`config.mk`:
```
export PLATFORM = sky130hd
export DESIGN_NAME = fifo_pack_reader_flat
export DESIGN_NICKNAME = d
export VERILOG_FILES = /design/src/rtl/fifo_pack_reader_pkg.sv /design/src/rtl/fifo_pack_reader_if.sv /design/src/rtl/fifo_pack_reader_out_slot.sv /design/src/rtl/fifo_pack_reader.sv /design/src/flat_wrapper.sv
export SDC_FILE = /design/constraint.sdc
export NUM_CORES = 1
export LEC_CHECK = 0
export ABC_CLOCK_PERIOD_IN_PS = 2400
export BUFFER_PORTS_ARGS = -buffer_cell sky130_fd_sc_hd__buf_2
export CORE_ASPECT_RATIO = 1.2
export CORE_MARGIN = 2
export CORE_UTILIZATION = 55
export CTS_BUF_LIST = sky130_fd_sc_hd__clkbuf_16
export DETAILED_ROUTE_END_ITERATION = 10
export GPL_TIMING_DRIVEN = 0
export PLACE_DENSITY_LB_ADDON = 0.05
export SYNTH_ARGS = -nofsm -noshare
export SYNTH_HDL_FRONTEND = slang
export SYNTH_HIERARCHICAL = 1
export SYNTH_SLANG_ARGS = --single-unit
```
`constraint.sdc`:
```
create_clock -name clk -period 2.4 [get_ports clk]
set_input_delay 0.36 -clock clk [delete_from_list [all_inputs] [get_ports clk]]
set_output_delay 0.36 -clock clk [all_outputs]
set_load 0.005 [all_outputs]
```
`src/rtl/fifo_pack_reader_pkg.sv`:
```
// Shared definitions for the FIFO pack reader: default geometry and a width helper.
// Imported by the interface, the output slot and the top level.
package fifo_pack_reader_pkg;

    localparam int unsigned FPR_DATA_WIDTH = 32'd2;
    localparam int unsigned FPR_RATIO      = 32'd4;

    // Number of bits needed to index 'value' distinct states.
    function automatic int unsigned fpr_clog2(input int unsigned value);
        int unsigned v;
        int unsigned r;
        v = value - 32'd1;
        r = 32'd0;
        while (v > 32'd0) begin
            r = r + 32'd1;
            v = v >> 1;
        end
        return r;
    endfunction

    localparam int unsigned FPR_OUT_WIDTH = FPR_DATA_WIDTH * FPR_RATIO;
    localparam int unsigned FPR_CNT_WIDTH = fpr_clog2(FPR_RATIO + 32'd1);

endpackage

```
`src/rtl/fifo_pack_reader_if.sv`:
```
// Bundle of the narrow FIFO read port, the flush request and the wide output stream.
// The slave modport is the packer; the master modport is the FIFO/downstream side.
interface fifo_pack_reader_if
    import fifo_pack_reader_pkg::*;
#(
    parameter int unsigned DATA_WIDTH = FPR_DATA_WIDTH,
    parameter int unsigned RATIO      = FPR_RATIO
);
    localparam int unsigned OUT_WIDTH = DATA_WIDTH * RATIO;
    localparam int unsigned CNT_WIDTH = fpr_clog2(RATIO + 32'd1);

    logic [DATA_WIDTH-1:0] io_fifo_dout;
    logic                  io_fifo_empty;
    logic                  io_fifo_pop;
    logic                  io_flush;
    logic [OUT_WIDTH-1:0]  io_out_data;
    logic [CNT_WIDTH-1:0]  io_out_count;
    logic                  io_out_valid;
    logic                  io_out_ready;
    logic                  io_busy;

    modport master (
        output io_fifo_dout, io_fifo_empty, io_flush, io_out_ready,
        input  io_fifo_pop, io_out_data, io_out_count, io_out_valid, io_busy
    );

    modport slave (
        input  io_fifo_dout, io_fifo_empty, io_flush, io_out_ready,
        output io_fifo_pop, io_out_data, io_out_count, io_out_valid, io_busy
    );

endinterface

```
`src/rtl/fifo_pack_reader_out_slot.sv`:
```
// Single-entry valid/ready holding register for packed words.
// A new word may load on the same edge the current one drains.
module fifo_out_slot #(
    parameter int unsigned OUT_WIDTH = 32'd8,
    parameter int unsigned CNT_WIDTH = 32'd3
) (
    input  logic                 clk,
    input  logic                 reset,
    input  logic                 load,
    input  logic [OUT_WIDTH-1:0] load_data,
    input  logic [CNT_WIDTH-1:0] load_count,
    input  logic                 ready,
    output logic [OUT_WIDTH-1:0] data,
    output logic [CNT_WIDTH-1:0] count,
    output logic                 valid,
    output logic                 slot_free
);

    logic [OUT_WIDTH-1:0] data_r;
    logic [CNT_WIDTH-1:0] count_r;
    logic                 valid_r;

    // Slot register: load wins over drain; data/count stay put until replaced.
    always_ff @(posedge clk or negedge reset) begin
        if (!reset) begin
            data_r  <= {OUT_WIDTH{1'b0}};
            count_r <= {CNT_WIDTH{1'b0}};
            valid_r <= 1'b0;
        end else if (load) begin
            data_r  <= load_data;
            count_r <= load_count;
            valid_r <= 1'b1;
        end else if (valid_r && ready) begin
            valid_r <= 1'b0;
        end else begin
            valid_r <= valid_r;
        end
    end

    assign slot_free = ~valid_r | ready;
    assign data      = data_r;
    assign count     = count_r;
    assign valid     = valid_r;

endmodule

```
`src/rtl/fifo_pack_reader.sv`:
```
// Pops narrow FIFO words and packs RATIO of them LSB-first into a wide word,
// with a flush path that emits a partial word and its word count.
module fifo_pack_reader
    import fifo_pack_reader_pkg::*;
#(
    parameter int unsigned DATA_WIDTH = FPR_DATA_WIDTH,
    parameter int unsigned RATIO      = FPR_RATIO
) (
    input  logic              clk,
    input  logic              reset,
    fifo_pack_reader_if.slave bus
);

    localparam int unsigned OUT_WIDTH = DATA_WIDTH * RATIO;
    localparam int unsigned CNT_WIDTH = fpr_clog2(RATIO + 32'd1);
    localparam logic [CNT_WIDTH-1:0] CNT_ZERO = {CNT_WIDTH{1'b0}};
    localparam logic [CNT_WIDTH-1:0] CNT_ONE  = CNT_WIDTH'(32'd1);
    localparam logic [CNT_WIDTH-1:0] CNT_FULL = CNT_WIDTH'(RATIO);
    localparam logic [CNT_WIDTH-1:0] CNT_LAST = CNT_WIDTH'(RATIO - 32'd1);

    logic [OUT_WIDTH-1:0] pack_r;
    logic [OUT_WIDTH-1:0] pack_nxt_s;
    logic [OUT_WIDTH-1:0] pack_pop_s;
    logic [OUT_WIDTH-1:0] load_data_s;
    logic [CNT_WIDTH-1:0] pack_cnt_r;
    logic [CNT_WIDTH-1:0] pack_cnt_nxt_s;
    logic [CNT_WIDTH-1:0] load_count_s;
    logic                 flush_pend_r;
    logic                 flush_pend_nxt_s;
    logic                 pop_s;
    logic                 complete_s;
    logic                 flush_set_s;
    logic                 load_s;
    logic                 slot_free_s;
    logic                 out_valid_s;

    // Pop never looks at io_out_ready; a full pack simply parks at RATIO.
    assign pop_s       = reset & ~bus.io_fifo_empty & (pack_cnt_r != CNT_FULL) & ~flush_pend_r;
    assign complete_s  = pop_s & (pack_cnt_r == CNT_LAST);
    assign flush_set_s = bus.io_flush & (pack_cnt_r != CNT_ZERO) & ~complete_s;

    // Pack register image with the popped word written into its slot.
    always_comb begin
        pack_pop_s = pack_r;
        for (int i = 0; i < int'(RATIO); i++) begin
            if (pop_s && (pack_cnt_r == CNT_WIDTH'(i))) begin
                pack_pop_s[i*DATA_WIDTH +: DATA_WIDTH] = bus.io_fifo_dout;
            end else begin
                pack_pop_s[i*DATA_WIDTH +: DATA_WIDTH] = pack_r[i*DATA_WIDTH +: DATA_WIDTH];
            end
        end
    end

    // Next-state for the pack counter, pack register, flush request and slot load.
    always_comb begin
        pack_nxt_s       = pack_r;
        pack_cnt_nxt_s   = pack_cnt_r;
        flush_pend_nxt_s = flush_pend_r | flush_set_s;
        load_s           = 1'b0;
        load_data_s      = pack_r;
        load_count_s     = pack_cnt_r;
        if ((flush_pend_r || (pack_cnt_r == CNT_FULL)) && slot_free_s) begin
            // Held full word or pending partial word leaves as is; upper bits are already zero.
            load_s           = 1'b1;
            pack_nxt_s       = {OUT_WIDTH{1'b0}};
            pack_cnt_nxt_s   = CNT_ZERO;
            flush_pend_nxt_s = 1'b0;
        end else if (complete_s) begin
            if (slot_free_s) begin
                load_s         = 1'b1;
                load_data_s    = pack_pop_s;
                load_count_s   = CNT_FULL;
                pack_nxt_s     = {OUT_WIDTH{1'b0}};
                pack_cnt_nxt_s = CNT_ZERO;
            end else begin
                pack_nxt_s     = pack_pop_s;
                pack_cnt_nxt_s = CNT_FULL;
            end
        end else if (pop_s) begin
            pack_nxt_s     = pack_pop_s;
            pack_cnt_nxt_s = pack_cnt_r + CNT_ONE;
        end else begin
            pack_nxt_s     = pack_r;
            pack_cnt_nxt_s = pack_cnt_r;
        end
    end

    // Packing state registers.
    always_ff @(posedge clk or negedge reset) begin
        if (!reset) begin
            pack_r       <= {OUT_WIDTH{1'b0}};
            pack_cnt_r   <= CNT_ZERO;
            flush_pend_r <= 1'b0;
        end else begin
            pack_r       <= pack_nxt_s;
            pack_cnt_r   <= pack_cnt_nxt_s;
            flush_pend_r <= flush_pend_nxt_s;
        end
    end

    fifo_out_slot #(
        .OUT_WIDTH (OUT_WIDTH),
        .CNT_WIDTH (CNT_WIDTH)
    ) u_out_slot (
        .clk        (clk),
        .reset      (reset),
        .load       (load_s),
        .load_data  (load_data_s),
        .load_count (load_count_s),
        .ready      (bus.io_out_ready),
        .data       (bus.io_out_data),
        .count      (bus.io_out_count),
        .valid      (out_valid_s),
        .slot_free  (slot_free_s)
    );

    assign bus.io_out_valid = out_valid_s;
    assign bus.io_fifo_pop  = pop_s;
    assign bus.io_busy      = (pack_cnt_r != CNT_ZERO) | out_valid_s | flush_pend_r;

endmodule

```
`src/flat_wrapper.sv`:
```
// flat-port wrapper written by rule: the top's interface ports become plain ports
module fifo_pack_reader_flat import fifo_pack_reader_pkg::*;
#(
    parameter int unsigned DATA_WIDTH = FPR_DATA_WIDTH,
    parameter int unsigned RATIO      = FPR_RATIO
)
  (clk, reset, bus_io_fifo_dout, bus_io_fifo_empty, bus_io_flush, bus_io_out_ready, bus_io_fifo_pop, bus_io_out_data, bus_io_out_count, bus_io_out_valid, bus_io_busy);
  fifo_pack_reader_if #(.DATA_WIDTH(DATA_WIDTH), .RATIO(RATIO)) bus_i ();
  input  logic clk;
  input  logic reset;
  input wire logic [$bits(bus_i.io_fifo_dout)-1:0] bus_io_fifo_dout;
  input wire logic [$bits(bus_i.io_fifo_empty)-1:0] bus_io_fifo_empty;
  input wire logic [$bits(bus_i.io_flush)-1:0] bus_io_flush;
  input wire logic [$bits(bus_i.io_out_ready)-1:0] bus_io_out_ready;
  output wire logic [$bits(bus_i.io_fifo_pop)-1:0] bus_io_fifo_pop;
  output wire logic [$bits(bus_i.io_out_data)-1:0] bus_io_out_data;
  output wire logic [$bits(bus_i.io_out_count)-1:0] bus_io_out_count;
  output wire logic [$bits(bus_i.io_out_valid)-1:0] bus_io_out_valid;
  output wire logic [$bits(bus_i.io_busy)-1:0] bus_io_busy;
  assign bus_i.io_fifo_dout = bus_io_fifo_dout;
  assign bus_i.io_fifo_empty = bus_io_fifo_empty;
  assign bus_i.io_flush = bus_io_flush;
  assign bus_i.io_out_ready = bus_io_out_ready;
  assign bus_io_fifo_pop = bus_i.io_fifo_pop;
  assign bus_io_out_data = bus_i.io_out_data;
  assign bus_io_out_count = bus_i.io_out_count;
  assign bus_io_out_valid = bus_i.io_out_valid;
  assign bus_io_busy = bus_i.io_busy;
  fifo_pack_reader #(.DATA_WIDTH(DATA_WIDTH), .RATIO(RATIO)) u_core (.clk(clk), .reset(reset), .bus(bus_i));
endmodule
```
==> results.json <==
{
  "outcome": "finished clean",
  "pre_cts_ws_ns": -0.197,
  "synth.avg_cell_area_um2": 12.2,
  "first_pass_iters": 4,
  "setup_ws_ns": 0.174,
  "ir_worst_vdd_mv": 0.694,
  "post_cts_buffers": 0,
  "ios": 21,
  "fp.coreArea_um2": 2280,
  "reg2regPathDepth": 7,
  "seq_area_frac_synth": 0.458,
  "hold_ws_ns": 0.0314,
  "cp_data_required_time_ns": 2.54,
  "crit_path_end_kind": "flip-flop",
  "overflow": 0,
  "grt_pass1_vias": 906,
  "avgViaCountPerCell": 5.89,
  "design.die.area_um2": 2790,
  "max-slew-margin-rel": 0.714,
  "fin_tns_setup_ns": 0,
  "crit_path_max_fanout": 9,
  "gp_congestion": 0.848,
  "place_hpwl_mm": 1.85,
  "finalCriticalPeriod_ns": 2.23,
  "cts_tree": "built",
  "finalSetupViolCount": 0,
  "area_growth_pct": 16.9,
  "crit_path_start_kind": "flip-flop",
  "cts.path.max_buffers": 2,
  "h-tree-depth": 1,
  "antenna_found_initial": 0,
  "synthTopCellsByArea": "dfrtp_1 (46%), mux2_4 (10%), mux2_2 (8.6%)",
  "vias": 954,
  "finalCritPeriodShare": 0.928,
  "portBuffers": 20,
  "initial_core_util": 0.574,
  "cts_sinks": 24,
  "crit_arrival_ns": 2.37,
  "synth_area_um2": 1310,
  "die_h_um": 57.5,
  "r2r-end": "u_core/u_out_slot/data[4]$_DFFE_PN0P_",
  "timing.rr.start": "u_core/pack_cnt_r[0]$_DFFE_PN0P_",
  "n_antenna_cell": 0,
  "yosysTopAreaCellShare": 0.458,
  "grt_max_degree": 27,
  "maxCapViolations": 0,
  "yosys.area.top_type": "dfrtp_1",
  "ys_ff_latch": 24,
  "finClkSkew_ns": 0.00118,
  "cellPowerDensity_nw_per_um2": 976,
  "hold_violations": 0,
  "final_net_count": 144,
  "numCtsBuffers": 3,
  "synth_warnings": 6,
  "ant_nets": 0,
  "syn_inst": 107,
  "fmax_mhz": 449,
  "drive_gt1_frac": 0.382,
  "die_w_um": 48.6,
  "wl_per_cell_um": 16.0,
  "track_usage": 0.209,
  "root_buffer": "clkbuf_16",
  "wl_mm": 2.59,
  "cts_resized": 0,
  "clk_latency_ns": 0.26,
  "crit_type": "reg -> reg",
  "leakagePower_nw": 0.769,
  "hold_path_class": "in -> async",
  "num_rows": 19,
  "synth_fp_nets": 119,
  "grt_pass1_wl_mm": 4.40,
  "path_clk_slew_ns": 0.06,
  "r2r_slack_ns": 0.17,
  "final_util": 0.671,
  "drtIter0Drc": 23,
  "post_synth_num_cell_types": 30,
  "worst_slew_pin_slew_ns": 0.429,
  "slew_viol_final": 0,
  "rsz0062_at_grt": "no",
  "cts_hold_buf": 0,
  "drc": 0
}
[where the power goes]
part	leakage, nW	total (mW)	switching, mW	internal [mW]
Clock	0.0385	0.358	0.136	0.223
Sequential	0.329	0.548	0.0680	0.480
Combinational	0.402	0.589	0.321	0.268
Total	0.769	1.50	0.525	0.971
[kinds of logic (layout without fill, tap and decap cells)]
| family | after synthesis | count (layout) | share of synthesized area |
|---|---|---|---|
| fa+ha+maj | 5 | 5 | 0.0478 |
| flops | 24 | 24 | 0.458 |
| mux | 20 | 20 | 0.197 |
| compound gates | 20 | 20 | 0.110 |
| buf+inv | 7 | 31 | 0.0258 |
| simple gates | 31 | 31 | 0.161 |
[layout make-up]
cell class	instances	area, um^2
fill	193	751
clock inverter	1	3.75
buffer	3	20.0
inverter	4	15.0
timing repair buffer	20	103
multi-input combinational	76	676
tap	31	38.8
sequential	24	601
clock buffer	3	75.1
[registers in the layout (all words and copies together) (netlist names)]
signal and flops:
u_core/pack_cnt_r 3, u_core/u_out_slot/data 8, u_core/u_out_slot/count 3, u_core/pack_r 8
u_core/u_out_slot/valid 1, u_core/flush_pend_r 1
[worst max-delay path by stage]
stage / start / depth (start not counted) / to / slack [ns]
floorplan: u_core/pack_cnt_r[0]$_DFFE_PN0P_ / 7 / u_core/u_out_slot/data[3]$_DFFE_PN0P_ / 0.43
global placement: reset / 6 / u_core/u_out_slot/data[2]$_DFFE_PN0P_ / -0.19
detailed placement: reset / 6 / u_core/u_out_slot/data[4]$_DFFE_PN0P_ / -0.20
CTS: reset / 6 / u_core/u_out_slot/data[4]$_DFFE_PN0P_ / 0.06
global route: u_core/pack_cnt_r[0]$_DFFE_PN0P_ / 7 / u_core/u_out_slot/data[3]$_DFFE_PN0P_ / 0.02
finish: u_core/pack_cnt_r[0]$_DFFE_PN0P_ / 7 / u_core/u_out_slot/data[4]$_DFFE_PN0P_ / 0.17
[synthesized netlist by cell type]
library cell,count
o22ai_1,3
and2b_1,2
nand3_2,1
buf_6,1
a32o_1,6
and3_1,2
nand2_1,7
clkbuf_1,2
nor3b_4,1
mux2_2,10
and2_0,1
ha_1,5
nand2b_1,3
inv_1,4
mux2_4,9
a22oi_1,1
nor3_2,1
a21oi_2,1
and2_1,2
dfrtp_1,24
or3b_4,1
o31ai_1,1
nor2b_1,1
nand4_4,1
nor2_1,5
a21oi_1,7
a31oi_1,1
or3b_1,2
or3_1,1
mux2i_1,1
[per-layer routing]
layer,part of all wire,track usage,up-vias
li1,-,-,438
met1,0.44,0.256,482
met2,0.50,0.373,26
met3,0.030,0.0236,8
met4,0.027,0.0980,0
met5,0,0,-
[stage by stage]
step                      total power, mW  instance area (um^2)  std cells
after floorplan                     0.972                  1310        107
after global routing                 1.59                  1530        162
after global placement               1.12                  1450        158
final                                1.50                  1530        162
after CTS                            1.51                  1530        162
after detailed placement             1.14                  1450        158
[worst max-delay path: stages (launching register included)]
cell     delay [ns]
dfrtp_1        0.43
inv_1          0.10
ha_1           0.27
nand2_1        0.20
nand4_4        0.21
and2b_1        0.29
mux2_2         0.34
mux2_2         0.26
[placed cells by master (no fill, tap or decap), types with 2 or more instances in the layout]
cell type	count
mux2_2	10
and2b_1	2
clkbuf_16	3
mux2_4	9
a32o_1	6
ha_1	5
inv_1	4
and3_1	2
buf_2	19
and2_1	2
dfrtp_1	24
a21oi_1	7
or3b_1	2
nand2b_1	3
nor2_1	5
nand2_1	7
o22ai_1	3
Power figures use the tool's default switching activity.
